[config.mk]
export PLATFORM = sky130hd
export DESIGN_NAME = axis_rs232_arbiter_flat
export DESIGN_NICKNAME = d
export VERILOG_FILES = /design/src/rtl/axis_rs232_arbiter_if.sv /design/src/rtl/axis_rs232_arbiter.sv /design/src/flat_wrapper.sv
export SDC_FILE = /design/constraint.sdc
export NUM_CORES = 1
export LEC_CHECK = 0
export CAP_MARGIN = 30
export CORE_ASPECT_RATIO = 2
export CORE_MARGIN = 1
export CORE_UTILIZATION = 44
export DETAILED_ROUTE_END_ITERATION = 6
export GPL_TIMING_DRIVEN = 1
export PLACE_DENSITY = 0.83
export SETUP_SLACK_MARGIN = 0.5
export SYNTH_ARGS = -nofsm -noshare
export SYNTH_HDL_FRONTEND = slang
export SYNTH_SLANG_ARGS = --single-unit
[constraint.sdc]
create_clock -name clock -period 1.9 [get_ports clock]
set_input_delay 0.475 -clock clock [delete_from_list [all_inputs] [get_ports clock]]
set_output_delay 0.475 -clock clock [all_outputs]
set_load 0.05 [all_outputs]
[src/rtl/axis_rs232_arbiter_if.sv]
// Handshake bundle between CHANNELS AXI-stream byte sources, the arbiter and the
// downstream RS-232 transmitter.
interface axis_rs232_arbiter_if #(
    parameter int unsigned CHANNELS = 4
);
    logic [8*CHANNELS-1:0] idata;
    logic [CHANNELS-1:0]   ivalid;
    logic [CHANNELS-1:0]   ilast;
    logic [CHANNELS-1:0]   iready;
    logic [7:0]            odata;
    logic                  ovalid;
    logic                  oready;
    logic [CHANNELS-1:0]   grant;
    logic                  busy;

    // Arbiter side.
    modport master (
        input  idata, ivalid, ilast, oready,
        output iready, odata, ovalid, grant, busy
    );

    // Sources plus transmitter side.
    modport slave (
        output idata, ivalid, ilast, oready,
        input  iready, odata, ovalid, grant, busy
    );
endinterface

[src/rtl/axis_rs232_arbiter.sv]
// Packet-granular round-robin arbiter sharing one axis_to_rs232 transmitter among
// CHANNELS byte streams. Optional channel header byte: AXIS_RS232_ARBITER_TAG_EN.
module axis_rs232_arbiter #(
    parameter int unsigned CHANNELS   = 4,
    parameter int unsigned MAX_PACKET = 256
) (
    input logic                  clock,
    input logic                  reset,
    axis_rs232_arbiter_if.master bus
);
    localparam int unsigned SelW = (CHANNELS > 1) ? $clog2(CHANNELS) : 1;

`ifdef AXIS_RS232_ARBITER_TAG_EN
    typedef enum logic [1:0] {StIdle, StTag, StPass} state_e;
`else
    typedef enum logic [0:0] {StIdle, StPass} state_e;
`endif

    state_e              state_q;
    logic [SelW-1:0]     sel_q;
    logic [SelW-1:0]     last_owner_q;
    logic [CHANNELS-1:0] grant_q;
    logic [15:0]         cnt_q;

    logic [SelW-1:0]     pick;
    logic [SelW-1:0]     idx;
    int unsigned         idx_wide;
    logic                found;
    logic                xfer;
    logic                release_pkt;
    logic [7:0]          odata;
    logic                ovalid;
    logic [CHANNELS-1:0] iready;

    // First requester after last_owner, wrapping; last_owner itself is scanned last.
    always_comb begin
        pick     = last_owner_q;
        found    = 1'b0;
        idx      = '0;
        idx_wide = 0;
        for (int unsigned i = 1; i <= CHANNELS; i++) begin
            idx_wide = 32'(last_owner_q) + i;
            if (idx_wide >= CHANNELS) idx_wide = idx_wide - CHANNELS;
            idx = idx_wide[SelW-1:0];
            if (!found && bus.ivalid[idx]) begin
                pick  = idx;
                found = 1'b1;
            end
        end
    end

    always_comb begin
        odata  = '0;
        ovalid = 1'b0;
        iready = '0;
        case (state_q)
            StPass: begin
                odata         = bus.idata[{sel_q, 3'b000} +: 8];
                ovalid        = bus.ivalid[sel_q];
                iready[sel_q] = bus.oready;
            end
`ifdef AXIS_RS232_ARBITER_TAG_EN
            StTag: begin
                odata  = {4'hA, 4'(sel_q)};
                ovalid = 1'b1;
            end
`endif
            default: ;
        endcase
    end

    assign xfer        = (state_q == StPass) && bus.ivalid[sel_q] && bus.oready;
    assign release_pkt = xfer && (bus.ilast[sel_q] || (32'(cnt_q) == MAX_PACKET - 1));

    always_ff @(posedge clock) begin
        if (reset) begin
            state_q      <= StIdle;
            sel_q        <= '0;
            last_owner_q <= SelW'(CHANNELS - 1);
            grant_q      <= '0;
            cnt_q        <= '0;
        end else begin
            case (state_q)
                StIdle: begin
                    if (found) begin
                        sel_q   <= pick;
                        grant_q <= {{(CHANNELS-1){1'b0}}, 1'b1} << pick;
`ifdef AXIS_RS232_ARBITER_TAG_EN
                        state_q <= StTag;
`else
                        state_q <= StPass;
`endif
                    end
                end
`ifdef AXIS_RS232_ARBITER_TAG_EN
                StTag: begin
                    if (bus.oready) state_q <= StPass;
                end
`endif
                StPass: begin
                    if (release_pkt) begin
                        last_owner_q <= sel_q;
                        cnt_q        <= '0;
                        grant_q      <= '0;
                        state_q      <= StIdle;
                    end else if (xfer) begin
                        cnt_q <= cnt_q + 16'd1;
                    end
                end
                default: state_q <= StIdle;
            endcase
        end
    end

    assign bus.odata  = odata;
    assign bus.ovalid = ovalid;
    assign bus.iready = iready;
    assign bus.grant  = grant_q;
    assign bus.busy   = (state_q != StIdle);
endmodule

[src/flat_wrapper.sv]
// flat-port wrapper written by rule: the top's interface ports become plain ports
module axis_rs232_arbiter_flat 
#(
    parameter int unsigned CHANNELS   = 4,
    parameter int unsigned MAX_PACKET = 256
)
  (clock, reset, bus_idata, bus_ivalid, bus_ilast, bus_oready, bus_iready, bus_odata, bus_ovalid, bus_grant, bus_busy);
  axis_rs232_arbiter_if #(.CHANNELS(CHANNELS)) bus_i ();
  input logic clock;
  input logic reset;
  input wire logic [$bits(bus_i.idata)-1:0] bus_idata;
  input wire logic [$bits(bus_i.ivalid)-1:0] bus_ivalid;
  input wire logic [$bits(bus_i.ilast)-1:0] bus_ilast;
  input wire logic [$bits(bus_i.oready)-1:0] bus_oready;
  output wire logic [$bits(bus_i.iready)-1:0] bus_iready;
  output wire logic [$bits(bus_i.odata)-1:0] bus_odata;
  output wire logic [$bits(bus_i.ovalid)-1:0] bus_ovalid;
  output wire logic [$bits(bus_i.grant)-1:0] bus_grant;
  output wire logic [$bits(bus_i.busy)-1:0] bus_busy;
  assign bus_i.idata = bus_idata;
  assign bus_i.ivalid = bus_ivalid;
  assign bus_i.ilast = bus_ilast;
  assign bus_i.oready = bus_oready;
  assign bus_iready = bus_i.iready;
  assign bus_odata = bus_i.odata;
  assign bus_ovalid = bus_i.ovalid;
  assign bus_grant = bus_i.grant;
  assign bus_busy = bus_i.busy;
  axis_rs232_arbiter #(.CHANNELS(CHANNELS), .MAX_PACKET(MAX_PACKET)) u_core (.clock(clock), .reset(reset), .bus(bus_i));
endmodule
==> results of run 1 <==
path summary, 6_finish.rpt:
| check | startpoint | endpoint | slack [ns] | cells past startpoint |
|---|---|---|---|---|
| worst max-delay path | u_core.sel_q[0] | bus_odata[5] | -0.21 | 4 |
| worst min-delay path | u_core.cnt_q[12] | u_core.cnt_q[12] | 0.54 | 2 |
| worst max register to register | u_core.sel_q[0] | u_core.cnt_q[4] | -0.15 | 10 |
| worst min register to register | u_core.cnt_q[12] | u_core.cnt_q[12] | 0.54 | 2 |
power by group:
| group | internal (mW) | switching [mW] |
|---|---|---|
| Combinational | 0.585 | 0.539 |
| Sequential | 0.551 | 0.0347 |
| Clock | 0.150 | 0.167 |
critical path, stage by stage, from the launching register on:
cell     delay [ns]
dfxtp_4        0.39
buf_12         0.13
mux4_2         0.54
and2_4         0.17
buf_8          0.14
per-stage QoR:
| step | hold WS, ns | setup WS (ns) | std cells | TNS (ns) |
|---|---|---|---|---|
| final | 0.537 | -0.212 | 327 | -3.19 |
| after global routing | 0.549 | -0.240 | 327 | -4.33 |
| after CTS | 0.524 | -0.169 | 315 | -1.66 |
| after global placement | 0.493 | -0.394 | 298 | -10.65 |
| after floorplan | 0.472 | 0.147 | 178 | 0 |
| after detailed placement | 0.500 | -0.452 | 298 | -11.41 |
state kept, by name, indices dropped and copies added (netlist names):
name                 cells
u_core.bus.busy          1
u_core.bus.grant         4
u_core.cnt_q            16
u_core.last_owner_q      2
u_core.sel_q             2
placed cells by master (no fill, tap or decap), types with 3 or more instances in the layout:
cell type and n:
buf_8 9, clkbuf_2 4, or4_4 8, clkdlybuf4s50_1 5
nor2_4 5, nand3_1 5, nor2_1 5, buf_12 9
nand3b_1 5, dfxtp_2 3, mux2i_1 3, inv_1 3
o32ai_2 4, nand4_1 3, o31ai_1 8, buf_16 4
dfxtp_1 20, nand2_1 7, o21ai_0 5, or3_1 6
clkbuf_8 3, mux4_2 9, dlygate4sd2_1 32, nand2b_1 3
a211oi_2 15, buf_6 17, buf_4 27, and2_4 8
layout make-up:
cell class	instances	area, um2
Sequential cell	25	512
Multi-Input combinational cell	135	1370
Timing Repair Buffer	109	1200
Inverter	5	26.3
Fill cell	157	393
Tap cell	49	61.3
Clock buffer	4	45.0
what timing repair did:
| item | 4_1_cts | 5_1_grt |
|---|---|---|
| buffers inserted | 9 | 11 |
| hold buffers | 0 | 0 |
| setup endpoints to repair | 39 | 39 |
| pin swaps | 20 | 8 |
| resized for setup | 101 | 40 |
| cloned | 4 | 1 |
logic make-up after synthesis:
kind of cell,after synthesis,synth area share
flip-flops,25,0.303
buffers and inverters,18,0.0537
multiplexers,14,0.153
AO/OA/AOI/OAI,46,0.221
AND/OR/NAND/NOR,73,0.257
XOR/XNOR,1,0.00530
adder cells (fa/ha/maj),1,0.00757
metal layers:
layer	vias to the layer above	track usage
met4	0	0.248
met3	45	0.0796
met1	1019	0.281
met2	140	0.644
li1	903	-
met5	-	0
==> impl_metrics.csv, run 1 <==
group,metric,value,unit
layout,antenna_cells,0,
power,p_leak,1.20,nW
setup_path,endpoint_kind,"primary output",
synthesis,synthesis.nets,222,
floorplanning,die-area,4020,um2
global_route,grt_max_degree,28,
min_path,min_path_type,"flop to flop",
power,p_per_area,631,nW/um2
setup_path,crit_type,"flop to primary output",
routing,top_layer_used,"met4",
synthesis,synth-edff-count,0,
placement,dpl-instance-area,2560,um2
run_status,violations,"setup timing",
layout,final_nets,323,
synthesis,synth_most_common_cell,"dfxtp_1",
clock_tree,cts_tree,"yes",
clock_tree,clk_transition_reported_paths,0.08,ns
floorplanning,dieWidth,45.3,um
global_route,grt_use_total,0.340,
routing,routed_wl,7930,um
synthesis,synth_common_cells,"dfxtp_1, nor2_1, o31ai_1, or4_1, mux4_2",
synthesis,yosys_register_bits,25,
routing,via_per_inst,6.44,
layout,postLayoutCellArea,3210,um2
timing,period_minus_slack,2.11,ns
synthesis,syn_inst,178,
synthesis,synth-seq-area-share,0.303,
timing,finalMaxSlewViolations,0,
setup_path,start_kind,"flop",
setup_path,crit_arrival,1.64,ns
placement,numPortBuffers,60,
routing,wl_met2,4240,um
routing,wl_met1,2560,um
setup_path,worst-path-max-fanout,5,
routing,wl_met3,638,um
synthesis,syn_area,1650,um2
floorplanning,die_h,88.7,um
timing,max_freq,473,MHz
timing,clock_skew,0.00145,ns
placement,hpwl,3840,um
placement,place_congestion,0.860,
floorplanning,num_io_pins,61,
global_route,grt_pass1_wl,9830,um
synthesis,ys_warn_count,0,
timing,rsz0062_at_grt,"yes",
clock_tree,cts_max_path_buffers,2,
synthesis,ys_types,34,
routing,route.detailed.drc,0,
power,peakVddDrop,0.000625,V
routing,vias,2107,
global_route,gr-total-overflow,0,
layout,syn2layout_area_growth,94.5,%
timing,setup_viol,33,
floorplanning,initial_core_util,0.458,
floorplanning,num_rows,31,
setup_path,critPathRequiredTime,1.42,ns
timing,finalCritPeriodShare,1.11,
clock_tree,cts_buffers,3,
layout,drive_gt1_frac,0.543,
flow_run,max_cap_violations,0,
synthesis,synth.avg_cell_area,9.29,um2
global_route,antenna_found_initial,0,
floorplanning,fp.coreArea,3610,um2
timing,slew_headroom,0.698,
global_route,grt_pass1_vias,2077,
synthesis,synth_flop_cell,"dfxtp_1",
clock_tree,root_buffer,"clkbuf_8",
routing,dr.pass1.iters,4,
power,finalPower,2.03,mW
routing,wl_per_cell,24.2,um
routing,ant_nets,0,
clock_tree,insertion_delay,0.27,ns
timing,postLayoutSetupSlackWorst,-0.212,ns
routing,drt-initial-drc-count,84,
timing,max_slew.worst_pin.slew,0.448,ns
synthesis,synth_top_cell_by_area,"dfxtp_1",
timing,finalHoldViolations,0,
clock_tree,cts_max_level,1,
synthesis,yosys-top-cells-area,"dfxtp_1, mux4_2, a211oi_2, o31ai_1, or4_1",
synthesis,synth_top_area_frac,0.303,
synthesis,async_reset_ff_frac,0,
layout,post-route-util,0.891,
clock_tree,clock-sinks,25,
run_status,status,"finished with violations",
No activity file was read; power rests on OpenSTA's default activity.
==> run 2: changes to the inputs <==
- ABC_AREA: default -> 1
- CORE_UTILIZATION: 44 -> 45
- PLACE_DENSITY: 0.83 -> 0.82
- clock period: 1.9 -> 2.58 ns (I/O delays scaled with it)
==> run 2 against run 1 <==
Highest routed layer unchanged. Register-to-register slack better by 0.72 ns. Area after synthesis is 15% higher. Non-clock buffer count is 39 lower. The run now ends clean. Worst setup slack better by 0.55 ns. Worst hold slack worse by 0.060 ns. Combinational power is 38% higher. Clock power is 27% lower.
==> impl_metrics.csv, run 2 <==
group,metric,value,unit
routing,vias,2466,
clock_tree,cts_max_level,1,
timing,finalHoldViolations,0,
synthesis,synth-edff-count,0,
global_route,grt_max_degree,15,
layout,layout_common_cells,"nand2_1, dlymetal6s2s_1, inv_1",
synthesis,synth_flop_cell,"dfxtp_1",
clock_tree,clock-sinks,25,
routing,via_per_inst,5.80,
power,intPower,1.15,mW
floorplanning,fp.coreArea,4090,um2
placement,numPortBuffers,60,
power,seqPwrFrac,0.227,
setup_path,crit_type,"flop to primary output",
synthesis,synth.avg_cell_area,6.31,um2
setup_path,start_kind,"flop",
global_route,antenna_found_initial,1,
synthesis,async_reset_ff_frac,0,
clock_tree,cts_buffers,3,
global_route,grt_pass1_vias,2057,
synthesis,syn_area,1910,um2
synthesis,yosys_register_bits,25,
layout,drive_gt1_frac,0.253,
timing,setup_viol,0,
timing,max_slew.worst_pin.slew,0.560,ns
floorplanning,num_rows,33,
min_path,min_path_type,"flop to flop",
flow_run,max_cap_violations,0,
timing,tns,0,ns
synthesis,syn_inst,302,
timing,slew_headroom,0.628,
power,swShare,0.496,
synthesis,synthesis.nets,346,
global_route,use_met3,0.0462,
routing,wl_per_cell,18.2,um
clock_tree,hold_buffers,0,
timing,clock_skew,0.00778,ns
setup_path,worst-path-max-fanout,10,
synthesis,synth_common_cells,"nand2_1, dfxtp_1, inv_1, nor2_1",
clock_tree,clk_transition_reported_paths,0.09,ns
timing,period_minus_slack,2.24,ns
timing,finalCritPeriodShare,0.868,
power,p_leak,1.64,nW
synthesis,synth-seq-area-share,0.263,
floorplanning,dieWidth,48.0,um
routing,ant_nets,0,
layout,syn2layout_area_growth,65.0,%
floorplanning,num_io_pins,61,
timing,max_freq,447,MHz
timing,finalMaxSlewViolations,0,
global_route,grt_pass1_wl,8780,um
synthesis,synth_most_common_cell,"nand2_1",
floorplanning,die-area,4510,um2
power,p_sw,1.14,mW
layout,layout_commonest_cell,"nand2_1",
power,finalPower,2.29,mW
power,combPwrFrac,0.672,
synthesis,ys_warn_count,0,
global_route,gr-total-overflow,0,
clock_tree,insertion_delay,0.27,ns
layout,final_nets,417,
placement,place_congestion,0.864,
global_route,grt_use_met2,0.499,
layout,largest_reg_flops,16,
routing,routed_wl,7730,um
clock_tree,cts_max_path_buffers,2,
synthesis,synth_top_area_frac,0.263,
run_status,status,"complete, no violations",
synthesis,yosys-top-cells-area,"dfxtp_1, nand2_1, a22oi_1, a21oi_1, nand3_1",
routing,drt-initial-drc-count,82,
timing,whs,0.477,ns
setup_path,endpoint_kind,"primary output",
placement,hpwl,4470,um
layout,regMostFlops,"u_core.cnt_q",
clock_tree,cts_tree,"yes",
routing,route.detailed.drc,0,
floorplanning,initial_core_util,0.466,
global_route,top_usage_layer,"met2",
clock_tree,root_buffer,"clkbuf_8",
routing,dr.pass1.iters,5,
setup_path,crit_arrival,1.59,ns
setup_path,critPathRequiredTime,1.93,ns
floorplanning,die_h,94.0,um
synthesis,synth_top_cell_by_area,"dfxtp_1",
global_route,grt_use_total,0.263,
synthesis,ys_types,32,
power,p_per_area,729,nW/um2
timing,rsz0062_at_grt,"yes",
global_route,use_met1,0.253,
power,peakVddDrop,0.000516,V
power,p_clk_frac,0.101,
run 2: per-layer routing:
layer	share of wire	wire length [um]	up-vias
met5	0	0	-
met4	0.056	435	0
met3	0.047	366	42
met2	0.55	4280	111
met1	0.34	2640	1161
li1	-	-	1152
run 2: cell families after synthesis:
kind of cell	share of synthesized area
AO/OA/AOI/OAI	0.166
XOR/XNOR	0.00919
adder cells (fa/ha/maj)	0.00656
buffers and inverters	0.108
flip-flops	0.263
AND/OR/NAND/NOR	0.448
run 2: power groups by stage:
stage	Clock, mW	Sequential (mW)	Combinational (mW)
final	0.231	0.519	1.54
after global placement	0	0.499	1.26
after CTS	0.236	0.498	1.29
after floorplan	0	0.523	0.813
after detailed placement	0	0.500	1.27
after global routing	0.255	0.522	1.62
run 2: repair_timing:
item,4_1_cts,5_1_grt
hold endpoints to repair,0,0
setup buffers,0,7
cloned,0,3
endpoints found under the setup margin,19,25
resized for setup,12,66
pin swaps,2,30
run 2: layout make-up:
cell class | count | area, um2
clock buffer | 3 | 41.3
clock inverter | 1 | 5.00
multi-input combinational | 236 | 1450
inverter | 36 | 160
sequential | 25 | 508
fill | 278 | 943
timing repair inverter | 1 | 6.26
antenna | 1 | 2.50
tap | 52 | 65.1
timing repair buffer | 70 | 906
run 2: critical path: stages, from the launching register on:
cell     delay [ns]
dfxtp_4        0.50
nor2_4         0.08
buf_12         0.15
nand2_1        0.15
nand4_4        0.12
and2_4         0.18
buf_12         0.14
run 2: path summary, 6_finish.rpt:
path                                       start                to  slack [ns]  cells past startpoint
worst max-delay path             u_core.sel_q[0]        bus_ovalid        0.34                      6
worst max register to register   u_core.sel_q[0]   u_core.cnt_q[3]        0.57                     11
worst min-delay path            u_core.cnt_q[14]  u_core.cnt_q[14]        0.48                      2
worst min register to register  u_core.cnt_q[14]  u_core.cnt_q[14]        0.48                      2
run 2: stage by stage:
stage	utilization	area, um2	setup WS (ns)	cells
6_report	0.769	3140	0.340	425
5_1_grt	0.769	3140	0.256	425
4_1_cts	0.694	2840	0.323	414
3_5_place_dp	0.678	2770	0.265	410
3_3_place_gp	0.678	2770	0.278	410
2_1_floorplan	-	2010	0.360	302
